[src/rtl/cpack_code_parser.sv]
// C-Pack decompression front end: buffers the LSB-first packed bitstream and
// splits it into pattern code, dictionary index and literal per variable-length code.
module cpack_code_parser #(
    parameter int unsigned DATA_WIDTH = 32,
    parameter int unsigned BUF_BITS   = 72
) (
    input  logic                  i_clk,
    input  logic                  i_rst_n,
    input  logic [DATA_WIDTH-1:0] i_data,
    input  logic                  i_valid,
    output logic                  o_ready,
    input  logic                  i_flush,
    output logic                  o_valid,
    input  logic                  i_ready,
    output logic [2:0]            o_code,
    output logic [3:0]            o_dict_idx,
    output logic [DATA_WIDTH-1:0] o_word,
    output logic [5:0]            o_len,
    output logic                  o_err
);

    localparam int unsigned FILL_W = $clog2(BUF_BITS + 1);
    localparam int unsigned LEN_W  = 6;

    localparam logic [2:0] CODE_ZZZZ = 3'd0;
    localparam logic [2:0] CODE_MMMM = 3'd1;
    localparam logic [2:0] CODE_ZZZX = 3'd2;
    localparam logic [2:0] CODE_MMMX = 3'd3;
    localparam logic [2:0] CODE_MMXX = 3'd4;
    localparam logic [2:0] CODE_XXXX = 3'd5;

    logic [BUF_BITS-1:0]   buf_q, buf_d;
    logic [FILL_W-1:0]     fill_q, fill_d;
    logic                  err_q, err_d;

    logic [2:0]            dec_code;
    logic [3:0]            dec_idx;
    logic [DATA_WIDTH-1:0] dec_word;
    logic [LEN_W-1:0]      dec_len;
    logic                  dec_illegal;
    logic                  prefix_ok;
    logic                  head_valid;
    logic                  set_err;
    logic                  consume;
    logic                  accept;
    logic [FILL_W-1:0]     shamt;
    logic [BUF_BITS-1:0]   buf_shift;
    logic [FILL_W-1:0]     fill_shift;

    // Prefix decode of the code sitting at the buffer head
    always_comb begin
        dec_code    = CODE_ZZZZ;
        dec_idx     = '0;
        dec_word    = '0;
        dec_len     = '0;
        dec_illegal = 1'b0;
        case (buf_q[1:0])
            2'b00: begin
                dec_code = CODE_ZZZZ;
                dec_len  = LEN_W'(2);
            end
            2'b10: begin
                dec_code = CODE_MMMM;
                dec_idx  = buf_q[5:2];
                dec_len  = LEN_W'(6);
            end
            2'b01: begin
                dec_code = CODE_XXXX;
                dec_word = buf_q[DATA_WIDTH+1:2];
                dec_len  = LEN_W'(DATA_WIDTH + 2);
            end
            default: begin
                case (buf_q[3:2])
                    2'b01: begin
                        dec_code = CODE_ZZZX;
                        dec_word = DATA_WIDTH'(buf_q[11:4]);
                        dec_len  = LEN_W'(12);
                    end
                    2'b10: begin
                        dec_code = CODE_MMMX;
                        dec_idx  = buf_q[7:4];
                        dec_word = DATA_WIDTH'(buf_q[15:8]);
                        dec_len  = LEN_W'(16);
                    end
                    2'b00: begin
                        dec_code = CODE_MMXX;
                        dec_idx  = buf_q[7:4];
                        dec_word = DATA_WIDTH'(buf_q[23:8]);
                        dec_len  = LEN_W'(24);
                    end
                    default: dec_illegal = 1'b1;
                endcase
            end
        endcase
    end

    // A 11-prefix needs four bits before its length is even known
    assign prefix_ok  = (fill_q >= FILL_W'(2)) &&
                        ((buf_q[1:0] != 2'b11) || (fill_q >= FILL_W'(4)));
    assign head_valid = prefix_ok && !dec_illegal && !err_q &&
                        (fill_q >= FILL_W'(dec_len));
    assign set_err    = prefix_ok && dec_illegal;

    assign o_valid    = head_valid;
    assign o_ready    = (fill_q <= FILL_W'(BUF_BITS - DATA_WIDTH)) && !err_q;
    assign o_err      = err_q;
    assign o_code     = head_valid ? dec_code : 3'd0;
    assign o_dict_idx = head_valid ? dec_idx  : 4'd0;
    assign o_word     = head_valid ? dec_word : '0;
    assign o_len      = head_valid ? dec_len  : 6'd0;

    assign consume = head_valid && i_ready;
    assign accept  = i_valid && o_ready;

    // Consume shift first, then append the new word just above the survivors
    always_comb begin
        shamt      = consume ? FILL_W'(dec_len) : '0;
        buf_shift  = buf_q >> shamt;
        fill_shift = fill_q - shamt;
        buf_d      = buf_shift;
        fill_d     = fill_shift;
        err_d      = err_q | set_err;
        if (accept) begin
            buf_d  = buf_shift | (BUF_BITS'(i_data) << fill_shift);
            fill_d = fill_shift + FILL_W'(DATA_WIDTH);
        end
        if (i_flush) begin
            buf_d  = '0;
            fill_d = '0;
            err_d  = 1'b0;
        end
    end

    always_ff @(posedge i_clk or negedge i_rst_n) begin
        if (!i_rst_n) begin
            buf_q  <= '0;
            fill_q <= '0;
            err_q  <= 1'b0;
        end else begin
            buf_q  <= buf_d;
            fill_q <= fill_d;
            err_q  <= err_d;
        end
    end

endmodule
[config.mk]
export PLATFORM = sky130hd
export DESIGN_NAME = cpack_code_parser
export DESIGN_NICKNAME = d
export VERILOG_FILES = /design/src/rtl/cpack_code_parser.sv
export SDC_FILE = /design/constraint.sdc
export NUM_CORES = 1
export LEC_CHECK = 0
export BUFFER_PORTS_ARGS = -buffer_cell sky130_fd_sc_hd__buf_2
export CAP_MARGIN = 0
export CORE_UTILIZATION = 40
export CTS_CLUSTER_DIAMETER = 200
export DETAILED_ROUTE_END_ITERATION = 8
export HOLD_SLACK_MARGIN = 0.15
export PLACE_DENSITY = 0.62
export SYNTH_ARGS = -nofsm -noshare
export SYNTH_HDL_FRONTEND = slang
export SYNTH_SLANG_ARGS = --single-unit
export TNS_END_PERCENT = 100
[constraint.sdc]
create_clock -name i_clk -period 9.6 [get_ports i_clk]
set_clock_uncertainty 0.1 [all_clocks]
set_input_delay 1.92 -clock i_clk [delete_from_list [all_inputs] [get_ports i_clk]]
set_output_delay 1.92 -clock i_clk [all_outputs]
set_load 0.02 [all_outputs]
==> key figures <==
STA
  • Fin crit share: 80.0%
  • Rel. slew slack: 14.6%
  • Worst-Margin Slew: 1280 ps
  • Min Tclk post-route: 7680 ps
  • FMAX: 0.130 GHz
  • Hold Violations, Final: 0
  • Unrepaired setup endpoints after global routing: false
  • Max Slew Vio Count: 0
  • Final setup violating endpoints: 0
  • Setup_tns: 0 ps

Critical path
  • Crit path largest cell delay: 760 ps
  • Crit path launch type: flip-flop
  • CP Cell Sequence: inv_1 > ha_1 > nand2_1 > o21ai_0 > inv_1 > ha_1 > a21oi_1 > o21ai_4 > nand2_1 > inv_1 > o21ai_1 > o21bai_1 > nor2_1 > buf_2
  • Crit-path max FO: 27
  • CP delay by family, top: compound AO/OA/AOI/OAI gates
  • Crit path kind: reg2out
  • CP Capture Type: output pin
  • Worst Path Required: 7580 ps
  • Most used cell, CP: inv_1
  • Crit path DAT: 5660 ps
  • Worst path slowest cell: o21ai_4
  • Worst Path Buf+Inv: 4

Placement
  • Placer Congestion: 1.05
  • Placed instance area: 12100 um^2
  • Dpl cells: 1933
  • Post-DP HPWL: 44.7 mm
  • I/O Buffers: 83

Detailed routing
  • DRT antenna net count: 0
  • First-pass iteration count of the detailed router: 7
  • DR iter-0 viols: 2503
  • Via count: 14900
  • Wirelength per Cell: 32.4 um
  • Detail-routed via count per cell: 7.64
  • Final WL: 63.2 mm
  • Residual DRC count: 0

GRT
  • First-pass GRT wire length: 92.9 mm
  • Initial antenna violation count: 1
  • Global route overflow: 0
  • Vias in the first global route: 13500
  • Pin count of the biggest net entering global routing: 73
  • GRT Total Usage: 42.8%

Layout
  • Share of layout cells above drive strength 1: 13.5%
  • Diode count: 0
  • Fin cells: 1949
  • P&R area growth vs syn: 7.03%
  • Net count, final: 1627
  • # fillers: 2975
  • Storage element area: 1980 um^2
  • Multi-input gate area: 8850 um^2
  • Post-layout util: 44.1%
  • Design Area, Final: 12400 um^2

Clock tree
  • Hold bufs inserted after CTS: 0
  • TritonCTS buffer count: 9
  • Post-CTS setup buffer count: 0
  • CTS root buf: clkbuf_16
  • Clock transition at path regs: 70 ps
  • H-tree lvl count: 3
  • Worst-Skew Late Latency: 370 ps
  • Max clock buf depth: 2
  • Sink Count: 79
  • TritonCTS clock tree: yes
  • Post-cts resize count: 0

Floorplan
  • Die X-Extent: 172 um
  • Site Rows: 61
  • Core area: 28100 um^2
  • Die area: 29600 um^2
  • Ports: 85
  • Die Height: 172 um
  • Initial Util: 41.2%

Yosys
  • EDFF count, synth: 0
  • Cells after Synth: 1597
  • Synth area leader: dfrtp_1
  • Synth area leaders: dfrtp_1, mux2i_1, nand3_1
  • Mean post-synth cell area: 7.25 um^2
  • Post-synth ARST share: 100%
  • Synth Register Bits: 79
  • Yosys warnings: 0
  • Register area share after synthesis: 17.1%
  • Top cell type's share of synthesized area: 17.1%
  • Synthesized cell area: 11600 um^2
  • Primary FF master, synth: dfrtp_1
  • Library cells used by synthesis: 92
  • Syn nets: 1658

Worst hold path
  • Hold crit path type: reg2reg

Status
  • Result of the run: complete, no violations

Run
  • Max-Cap Viols: 0
==> flip-flops by register name (all words and copies together), names as in the netlist <==
signal	cells
buf_q	72
fill_q	6
o_err	1
==> through the flow <==
stage / hold WS (ps) / setup slack, ps
after floorplan: 524 / 3270
after global placement: 450 / 2520
after detailed placement: 476 / 2440
after CTS: 489 / 2140
after global routing: 515 / 1680
final: 502 / 1920
==> logic make-up after synthesis <==
logic type	share of synthesized area (%)
compound gates	38.5
xor+xnor	0.454
fa+ha+maj	2.72
buf+inv	7.09
flops	17.1
mux	10.6
other cells	0.0324
simple gates	23.5
==> cell type report <==
| class | count | area share, % |
|---|---|---|
| Clock buffer | 9 | 1.82 |
| Clock inverter | 7 | 0.455 |
| Inverter | 33 | 1.00 |
| Multi-Input combinational cell | 1325 | 71.5 |
| Sequential cell | 79 | 16.0 |
| Tap cell | 378 | 3.82 |
| Timing Repair Buffer | 118 | 5.49 |
==> path summary, 6_finish.rpt <==
check                      cells past startpoint    endpoint  slack (ps)     start
max in group asynchronous                      2    buf_q[6]        6820   i_rst_n
min                                            2       o_err         500     o_err
min in group asynchronous                      1   fill_q[2]        1350   i_rst_n
max                                           14  o_word[11]        1920  buf_q[3]
min reg2reg                                    2       o_err         500     o_err
max reg2reg                                   21   buf_q[67]        2170  buf_q[2]
==> Yosys cell counts, drive strengths merged (6+ instances only) <==
master	count
nor2	118
ha	22
o21ai	114
inv	30
clkbuf	86
o211ai	45
or3	13
a21oi	93
a2bb2oi	9
o221ai	7
a22oi	22
nand4	16
mux2	23
dfrtp	79
nor4	11
o2bb2ai	14
a222oi	7
and3	43
mux4	8
a221oi	19
mux2i	79
a221o	10
a22o	9
or4	7
a2111oi	8
o32a	8
nand2b	8
o32ai	12
a21o	17
o21a	14
a211o	15
nand3	116
buf	74
nor3	62
a32oi	29
a311oi	6
o211a	6
nand2	125
a211oi	30
o22ai	40
a31oi	41
o31ai	15
and2	20
==> layer usage <==
metal | up-vias | share of wire [%] | global-route usage (%)
li1 | 6197 | - | -
met1 | 7076 | 39 | 57.0
met2 | 1334 | 41 | 62.5
met3 | 272 | 14 | 13.1
met4 | 2 | 5.5 | 20.2
met5 | - | 0.013 | 0
==> placed cells by master, fill, tap and decap left out, types with 14 or more instances in the layout <==
cell type and n:
nand2_1 123, nand3_1 113, nor2_1 113, o21ai_0 109, a21oi_1 92, buf_2 82
mux2i_1 79, dfrtp_1 79, nor3_1 59, o211ai_1 44, and3_1 43, o22ai_1 40
a31oi_1 40, buf_4 36, a211oi_1 30, a32oi_1 29, inv_1 24, mux2_2 23
a22oi_1 22, ha_1 21, and2_1 18, a221oi_1 18, a21o_1 17, nand4_1 16
a211o_1 15, o31ai_1 14, o2bb2ai_1 14
==> tightest hold or removal path, stage by stage, from the launching register on <==
cell and delay, ps:
dfrtp_1 430, inv_1 70, a21oi_1 60
Power is not shown: default switching activity piles up to over one toggle a cycle in this logic, so the estimate is an artifact.
